$ cat config.mk
export PLATFORM = sky130hd
export DESIGN_NAME = hub75_scan_ctrl_flat
export DESIGN_NICKNAME = d
export VERILOG_FILES = /design/src/rtl/hub75_scan_ctrl_if.sv /design/src/rtl/hub75_scan_ctrl.sv /design/src/flat_wrapper.sv
export SDC_FILE = /design/constraint.sdc
export NUM_CORES = 1
export LEC_CHECK = 0
export CORE_MARGIN = 2
export CORE_UTILIZATION = 60
export DETAILED_ROUTE_END_ITERATION = 12
export MAX_ROUTING_LAYER = met4
export PLACE_DENSITY = 0.92
export SLEW_MARGIN = 10
export SYNTH_ARGS = -nofsm -noshare
export SYNTH_HDL_FRONTEND = slang
export SYNTH_SLANG_ARGS = --single-unit
$ cat constraint.sdc
create_clock -name clk -period 6 [get_ports clk]
set_input_delay 1.2 -clock clk [delete_from_list [all_inputs] [get_ports clk]]
set_output_delay 1.2 -clock clk [all_outputs]
set_load 0.01 [all_outputs]
$ cat src/rtl/hub75_scan_ctrl_if.sv
// HUB75 scan bus: frame-buffer read port plus panel drive pins.
// master: scan controller (rd_en/rd_addr/panel pins out, rd_data in).
interface hub75_scan_ctrl_if #(
  parameter int NUM_COLS = 64,
  parameter int NUM_ROWS = 32
);
  localparam int RB = $clog2(NUM_ROWS / 2);
  localparam int CB = $clog2(NUM_COLS);

  logic          rd_en;
  logic [RB+CB-1:0] rd_addr;
  logic [5:0]    rd_data;
  logic          bclk;
  logic [2:0]    rgb_top;
  logic [2:0]    rgb_bot;
  logic [RB-1:0] addr;
  logic          le;
  logic          oe;

  modport master (
    output rd_en, rd_addr,
    input  rd_data,
    output bclk, rgb_top, rgb_bot,
    output addr, le, oe
  );

  modport slave (
    input  rd_en, rd_addr,
    output rd_data,
    input  bclk, rgb_top, rgb_bot,
    input  addr, le, oe
  );
endinterface

$ cat src/rtl/hub75_scan_ctrl.sv
// HUB75 row-scan controller: fetch pixel pairs, shift, latch, display.
// Ports: clk, n_reset, enable, [brightness], bus (master), busy, frame_done.
// Optional: HUB75_BRIGHTNESS_EN adds brightness[7:0] to scale DISPLAY.
module hub75_scan_ctrl #(
  parameter int NUM_COLS     = 64,
  parameter int NUM_ROWS     = 32,
  parameter int BCLK_DIV     = 2,
  parameter int LATCH_CYCLES = 2,
  parameter int ON_CYCLES    = 64
) (
  input  logic clk,
  input  logic n_reset,
  input  logic enable,
`ifdef HUB75_BRIGHTNESS_EN
  input  logic [7:0] brightness,
`endif
  hub75_scan_ctrl_if.master bus,
  output logic busy,
  output logic frame_done
);
  localparam int RB = $clog2(NUM_ROWS / 2);
  localparam int CB = $clog2(NUM_COLS);
  localparam logic [RB-1:0] ROW_LAST = RB'(NUM_ROWS / 2 - 1);
  localparam logic [CB-1:0] COL_LAST = CB'(NUM_COLS - 1);
  localparam logic [CB-1:0] COL_PEN  = CB'(NUM_COLS - 2);
  localparam logic [15:0]   DIV_M1   = 16'(BCLK_DIV - 1);
  localparam logic [15:0]   LAT_M1   = 16'(LATCH_CYCLES - 1);

  typedef enum logic [2:0] {
    IDLE, PREFETCH, SHIFT, LATCH, DISPLAY
  } state_t;

  state_t        state;
  logic [RB-1:0] row;
  logic [CB-1:0] col;
  logic [15:0]   cnt;
  logic [15:0]   on_len;
  logic [15:0]   on_nx;
  logic [5:0]    pix;
  logic          load;
  logic          row_end;

`ifdef HUB75_BRIGHTNESS_EN
  logic [15:0] prod;
  assign prod  = 16'(ON_CYCLES) * {8'd0, brightness};
  assign on_nx = prod >> 8;
`else
  assign on_nx = 16'(ON_CYCLES);
`endif

  // rd_data arrives in the first low cycle; pass it straight through
  // so rgb is valid for the whole low phase before the rising edge.
  assign load = (state == SHIFT) && !bus.bclk
              && (cnt == 16'd0);
  assign bus.rgb_top = load ? bus.rd_data[2:0] : pix[2:0];
  assign bus.rgb_bot = load ? bus.rd_data[5:3] : pix[5:3];

  // A zero display length ends the row straight out of LATCH.
  assign row_end =
      ((state == DISPLAY) && (cnt == on_len - 16'd1))
    || ((state == LATCH) && (cnt == LAT_M1)
        && (on_len == 16'd0));

  always_ff @(posedge clk or negedge n_reset) begin
    if (!n_reset) begin
      state       <= IDLE;
      row         <= '0;
      col         <= '0;
      cnt         <= '0;
      on_len      <= '0;
      pix         <= '0;
      bus.rd_en   <= 1'b0;
      bus.rd_addr <= '0;
      bus.bclk    <= 1'b0;
      bus.addr    <= '0;
      bus.le      <= 1'b0;
      bus.oe      <= 1'b1;
      busy        <= 1'b0;
      frame_done  <= 1'b0;
    end else begin
      bus.rd_en  <= 1'b0;
      frame_done <= 1'b0;
      if (load) pix <= bus.rd_data;
      unique case (state)
        IDLE: begin
          if (enable) begin
            state       <= PREFETCH;
            row         <= '0;
            busy        <= 1'b1;
            bus.rd_en   <= 1'b1;
            bus.rd_addr <= '0;
          end
        end
        PREFETCH: begin
          state       <= SHIFT;
          cnt         <= '0;
          col         <= '0;
          bus.rd_en   <= (NUM_COLS > 1);
          bus.rd_addr <= {row, CB'(1)};
        end
        SHIFT: begin
          cnt <= cnt + 16'd1;
          if (cnt == DIV_M1) begin
            cnt <= '0;
            if (!bus.bclk) begin
              bus.bclk <= 1'b1;
            end else begin
              bus.bclk <= 1'b0;
              if (col == COL_LAST) begin
                state    <= LATCH;
                bus.le   <= 1'b1;
                bus.addr <= row;
                on_len   <= on_nx;
              end else begin
                col         <= col + CB'(1);
                bus.rd_en   <= (col != COL_PEN);
                bus.rd_addr <= {row, col + CB'(2)};
              end
            end
          end
        end
        LATCH: begin
          cnt <= cnt + 16'd1;
          if (cnt == LAT_M1) begin
            cnt    <= '0;
            bus.le <= 1'b0;
            if (on_len != 16'd0) begin
              state  <= DISPLAY;
              bus.oe <= 1'b0;
            end
          end
        end
        DISPLAY: begin
          cnt <= cnt + 16'd1;
          if (cnt == on_len - 16'd1) begin
            cnt    <= '0;
            bus.oe <= 1'b1;
          end
        end
        default: state <= IDLE;
      endcase
      if (row_end) begin
        if (row != ROW_LAST) begin
          row         <= row + RB'(1);
          state       <= PREFETCH;
          bus.rd_en   <= 1'b1;
          bus.rd_addr <= {row + RB'(1), CB'(0)};
        end else begin
          row        <= '0;
          frame_done <= 1'b1;
          if (enable) begin
            state       <= PREFETCH;
            bus.rd_en   <= 1'b1;
            bus.rd_addr <= '0;
          end else begin
            state       <= IDLE;
            busy        <= 1'b0;
            bus.addr    <= '0;
            bus.rd_addr <= '0;
            pix         <= '0;
          end
        end
      end
    end
  end
endmodule

$ cat src/flat_wrapper.sv
// flat-port wrapper written by rule: the top's interface ports become plain ports
module hub75_scan_ctrl_flat 
#(
  parameter int NUM_COLS     = 64,
  parameter int NUM_ROWS     = 32,
  parameter int BCLK_DIV     = 2,
  parameter int LATCH_CYCLES = 2,
  parameter int ON_CYCLES    = 64
)
  (clk, n_reset, enable, busy, frame_done, bus_rd_en, bus_rd_addr, bus_rd_data, bus_bclk, bus_rgb_top, bus_rgb_bot, bus_addr, bus_le, bus_oe);
  hub75_scan_ctrl_if #(.NUM_COLS(NUM_COLS), .NUM_ROWS(NUM_ROWS)) bus_i ();
  input  logic clk;
  input  logic n_reset;
  input  logic enable;
  output logic busy;
  output logic frame_done;
  output wire logic [$bits(bus_i.rd_en)-1:0] bus_rd_en;
  output wire logic [$bits(bus_i.rd_addr)-1:0] bus_rd_addr;
  input wire logic [$bits(bus_i.rd_data)-1:0] bus_rd_data;
  output wire logic [$bits(bus_i.bclk)-1:0] bus_bclk;
  output wire logic [$bits(bus_i.rgb_top)-1:0] bus_rgb_top;
  output wire logic [$bits(bus_i.rgb_bot)-1:0] bus_rgb_bot;
  output wire logic [$bits(bus_i.addr)-1:0] bus_addr;
  output wire logic [$bits(bus_i.le)-1:0] bus_le;
  output wire logic [$bits(bus_i.oe)-1:0] bus_oe;
  assign bus_rd_en = bus_i.rd_en;
  assign bus_rd_addr = bus_i.rd_addr;
  assign bus_i.rd_data = bus_rd_data;
  assign bus_bclk = bus_i.bclk;
  assign bus_rgb_top = bus_i.rgb_top;
  assign bus_rgb_bot = bus_i.rgb_bot;
  assign bus_addr = bus_i.addr;
  assign bus_le = bus_i.le;
  assign bus_oe = bus_i.oe;
  hub75_scan_ctrl #(.NUM_COLS(NUM_COLS), .NUM_ROWS(NUM_ROWS), .BCLK_DIV(BCLK_DIV), .LATCH_CYCLES(LATCH_CYCLES), .ON_CYCLES(ON_CYCLES)) u_core (.clk(clk), .n_reset(n_reset), .enable(enable), .bus(bus_i), .busy(busy), .frame_done(frame_done));
endmodule
* After elaboration in Yosys (flattened, before gate mapping)
Index checks and enable logic that the tools add are counted.
** Word-level totals
- Bits in registers :: 56
- Logic and storage cells :: 135
** Cells by class
- Add/subtract/negate cells :: 5
- Eq/ne operators :: 24
- Multiplexer cells :: 66
- Reductions and logical operators :: 26
** Operator list (count)
- two-way mux 10 bit :: 6
- case mux 16 bit (3 select lines) :: 1
- two-way mux 4 bit :: 11
- two-way mux 6 bit :: 7
- logical NOT 16 bit :: 2
- two-way mux 16 bit :: 2
- two-way mux 3 bit :: 10
- case mux 10 bit (3 select lines) :: 1
- two-way mux 1 bit :: 23
- inequality test 3 x 2 -> 1 bit, second input constant :: 6
- adder 16 x 1 -> 16 bit, second input constant :: 1
- == test 16 x 1 -> 1 bit, second input constant :: 1
- == test 16 bit :: 1
- case mux 3 bit (5 select lines) :: 1
- inequality test 2 bit, second input constant :: 6
- case mux 6 bit (2 select lines) :: 1
- AND reduction 4 bit :: 3
- AND reduction 5 bit :: 2
- nonzero test 2 bit :: 5
- subtractor 7 x 1 -> 8 bit, second input constant :: 1
- AND reduction 7 bit :: 1
- adder 6 x 1 -> 6 bit, second input constant :: 1
- adder 6 x 2 -> 6 bit, second input constant :: 1
- == test 3 x 2 -> 1 bit, second input constant :: 2
- other kinds (18) :: 25

* Longest topological paths before layout
- Word-level depth :: 8
- Mapped depth :: 9

* Worst setup path before layout
No wires, ideal clock.
- Path kind :: flip-flop to output port
- Start :: register u_core.cnt[8]
- End :: output bus_rgb_bot[0]
- Arrival time :: 1681 ps
- Data required time :: 4800 ps
- Slack :: 3119 ps
- Stages on the path, launching flop included :: 6
- Cells stage by stage :: dfrtp_1 -> nor4_4 -> and2_2 -> and4_1 -> buf_2 -> mux2_2
** Between the ends
- Word-level cells in the longest chain between the ends :: 3
** Ends and longest elaborated chain
- from (decl) :: RTL line hub75_scan_ctrl.sv:36 : logic [15:0] cnt;
- from (signal assigned) :: RTL line hub75_scan_ctrl.sv:102 : cnt <= cnt + 16'd1;
- from (signal assigned) :: RTL line hub75_scan_ctrl.sv:123 : cnt <= cnt + 16'd1;
- from (signal assigned) :: RTL line hub75_scan_ctrl.sv:134 : cnt <= cnt + 16'd1;
- logical NOT 16 bit :: RTL line hub75_scan_ctrl.sv:54 : && (cnt == 16'd0);
- logical AND 1 bit :: RTL line hub75_scan_ctrl.sv:54
- two-way mux 3 bit :: RTL line hub75_scan_ctrl.sv:56 : assign bus.rgb_bot = load ? bus.rd_data[5:3] : pix[5:3];
- to (decl) :: RTL line flat_wrapper.sv:22 : output wire logic [$bits(bus_i.rgb_bot)-1:0] bus_rgb_bot;
No other way between the ends.

* Worst setup path in the final report
- Start :: register u_core.state[2]
- End :: output bus_rgb_top[0]
** Between the ends
- Word-level cells in the longest chain between the ends :: 4
** Ends and longest elaborated chain
- from (decl) :: RTL line hub75_scan_ctrl.sv:33 : state_t state;
- from (signal assigned) :: RTL line hub75_scan_ctrl.sv:66 : state <= IDLE;
- from (signal assigned) :: RTL line hub75_scan_ctrl.sv:87 : state <= PREFETCH;
- from (signal assigned) :: RTL line hub75_scan_ctrl.sv:95 : state <= SHIFT;
- == test 3 x 2 -> 1 bit :: RTL line hub75_scan_ctrl.sv:53 : assign load = (state == SHIFT) && !bus.bclk
- logical AND 1 bit :: RTL line hub75_scan_ctrl.sv:53
- logical AND 1 bit :: RTL line hub75_scan_ctrl.sv:54
- two-way mux 3 bit :: RTL line hub75_scan_ctrl.sv:55 : assign bus.rgb_top = load ? bus.rd_data[2:0] : pix[2:0];
- to (decl) :: RTL line flat_wrapper.sv:21 : output wire logic [$bits(bus_i.rgb_top)-1:0] bus_rgb_top;
No other way between the ends.

==> flow_summary.toml <==
[sta]
finalMaxSlewViolations = 0
period_needed_ps = 4430
hold_violations = 0
fin_tns_setup_ps = 0
finClkSkew_ps = 11.3
fmax_mhz = 226
tightest_slew_ps = 1030
relSlewSlack_pct = 31.3
timing.final.crit_share_pct = 73.8
rsz0062_at_grt = "false"
setup_viol = 0

[critical_path]
cp_top_family = "simple AND/OR/NAND/NOR gates"
path_buf_inv = 1
start_kind = "register"
cp_slowest_cell = "nor2_1"
crit_path_end_kind = "output port"
crit_chain = "nand2b_1, nor2_1, and4_1, mux2_2, clkdlybuf4s50_1"
worstPathRequired_ps = 4800
worstPathArrival_ps = 3230
rrSetupSlack_ps = 3330
slowest_delay_ps = 700
critPathMaxFanout = 12
path_class = "register to output port"

[yosys]
synth_compound_area_share_pct = 17.5
ys_types = 60
syn_inst = 324
synth_edf_count = 0
synth-seq-cells = 56
yosys.area_share.simple_pct = 24.2
syn_area_sq_um = 3130
synthFlopType = "dfrtp_1"
synth_mux_area_share_pct = 4.07
ys_warn_count = 0
synthAdderAreaFrac_pct = 2.80
syn_nets = 340
yosysTopAreaCell = "dfrtp_1"
synth.area.top_cells = "dfrtp_1, nand2_1, nand3_1"
seq_area_frac_synth_pct = 44.8
syn_avg_cell_area_sq_um = 9.67
synth.most_common_cell = "dfrtp_1"
async_flop_share_pct = 100
synthXorXnorAreaFrac_pct = 3.63
yosys-top-cells-count = "dfrtp_1, nand2_1, nor2_1, nand3_1, a21oi_1"
synth.top_cell.area_share_pct = 43.9
synth_top_family_by_area = "simple AND/OR/NAND/NOR gates"

[finish]
antenna_cells = 0
fin_area_sq_um = 3590
final_util_pct = 70.7
fin_nets = 368
syn2layout_area_growth_pct = 14.5
multi_input_comb_area_sq_um = 1630
fillCellCount = 366
drive_gt1_share_pct = 8.78
regArea_sq_um = 1400

[placement]
dp_hpwl_um = 5000
io_buffers = 34
place_area_sq_um = 3490
place.gp.congestion = 0.923

[clock_tree]
clkSinkCount = 56
cts_buffer_depth = 2
path_clk_slew_ps = 100
cts_tree = "yes"
h-tree-depth = 2
cts_setup_buffers = 0
postCtsHoldBufs = 0
cts-resized-gates = 0
cts-root-buf = "clkbuf_8"
cts_buffers = 5
insertion_delay_ps = 320

[detailed_routing]
top_layer = "met4"
wl_met3_um = 430
first_pass_iters = 5
dr_wl_met2_um = 3380
drc = 0
drt-met1-wl_um = 3050
vias_per_cell = 6.20
num_vias = 2621
routed_wl_um = 7000
ant_nets = 0
routedWlPerCell_um = 16.5
drt-initial-drc-count = 222

[floorplanning]
die_x_um = 76.3
coreArea_sq_um = 5070
row_count = 26
dieArea_sq_um = 5820
initial_core_util_pct = 61.7
pin_count = 35
fp.dieH_um = 76.3

[global_route]
grt_pass1_vias = 2455
grt.overflow.total = 0
grt_max_degree = 57
grt_pass1_wl_um = 11700
grt_usage_pct = 25.6
antenna_found_initial = 0

[power_and_ir_drop]
power_density_nw_per_um2 = 175
ir_worst_vdd_v = 0.000166
leakage_nw = 1.51

[outcome]
status = "completed"

[run]
drv_cap = 0

[hold_path]
hp-class = "register to register"
[cell usage in the layout, fill, tap and decap left out, drive strengths merged, types with 2 or more instances in the layout]
| cell | netlist | final |
|---|---|---|
| a21o | 4 | 4 |
| a21oi | 19 | 19 |
| a22o | 8 | 8 |
| a31oi | 9 | 9 |
| and2 | 2 | 2 |
| and3 | 4 | 4 |
| and4 | 4 | 4 |
| buf | 8 | 2 |
| clkbuf | 6 | 5 |
| clkdlybuf4s50 | 0 | 33 |
| clkinv | 0 | 2 |
| dfrtp | 55 | 55 |
| ha | 7 | 7 |
| inv | 7 | 8 |
| mux2 | 6 | 6 |
| mux2i | 6 | 6 |
| nand2 | 35 | 35 |
| nand2b | 5 | 5 |
| nand3 | 23 | 23 |
| nand3b | 3 | 3 |
| nand4 | 10 | 10 |
| nor2 | 29 | 29 |
| nor2b | 5 | 5 |
| nor3 | 4 | 4 |
| nor4 | 6 | 6 |
| o2111ai | 2 | 2 |
| o211ai | 2 | 2 |
| o21ai | 16 | 16 |
| o31a | 6 | 6 |
| or3 | 3 | 3 |
| xnor2 | 7 | 7 |
| xor2 | 6 | 6 |
[metrics by stage]
stage,setup slack [ps],power [mW],cells,hold WS (ps)
2_1_floorplan,3120,0.397,324,465
3_3_place_gp,2000,0.417,415,450
3_5_place_dp,1940,0.418,415,456
4_1_cts,1590,0.629,423,475
5_1_grt,1430,0.647,423,499
6_report,1570,0.627,423,474
[report_power, final]
part	internal (mW)	leakage [nW]	switching (mW)
Sequential	0.381	0.699	0.00149
Combinational	0.0140	0.766	0.0143
Clock	0.0854	0.0487	0.132
Total	0.480	1.51	0.147
[metal layers]
layer	up-vias	track usage, %
li1	1237	-
met1	1255	34.8
met2	112	39.6
met3	17	4.03
met4	0	9.09
met5	-	-
[flip-flops by register name, indices dropped and copies added (netlist names)]
| signal | count |
|---|---|
| u_core.bus.rd_addr | 10 |
| u_core.bus.bclk | 1 |
| u_core.busy | 1 |
| u_core.bus.addr | 4 |
| u_core.bus.rd_en | 1 |
| u_core.bus.le | 1 |
| u_core.row | 4 |
| u_core.on_len | 1 |
| u_core.bus.oe | 1 |
| u_core.frame_done | 1 |
| u_core.cnt | 16 |
| u_core.state | 3 |
| u_core.pix | 6 |
| u_core.col | 6 |
[area by class of cell]
class	instances	share of cell area [%]
repair buffers	35	9.56
flip-flops and latches	56	39.1
inverters	7	0.732
multi-input cells	247	45.5
clock buffers	5	1.92
clock inverters	3	0.732
well taps	70	2.44
[final timing paths]
path                                 startpoint              to  depth (start not counted)
worst max-delay path            u_core.state[2]  bus_rgb_top[0]                          5
worst min-delay path              u_core.bus.oe   u_core.bus.oe                          2
worst max register to register  u_core.state[2]   u_core.pix[5]                          5
worst min register to register    u_core.bus.oe   u_core.bus.oe                          2
max in group asynchronous               n_reset   u_core.cnt[8]                          2
min in group asynchronous               n_reset   u_core.bus.le                          2
[tightest hold or removal path: stages, from the launching register on]
cell and delay (ps):
dfstp_2 390, nand2_1 50, nand2_1 50
[logic make-up after synthesis]
logic type               after synthesis
AO/OA/AOI/OAI                         76
AND/OR/NAND/NOR                      139
flip-flops                            56
adder cells (fa/ha/maj)                7
buffers and inverters                 21
multiplexers                          12
XOR/XNOR                              13
Note: power is estimated with default switching activity, not from simulation.
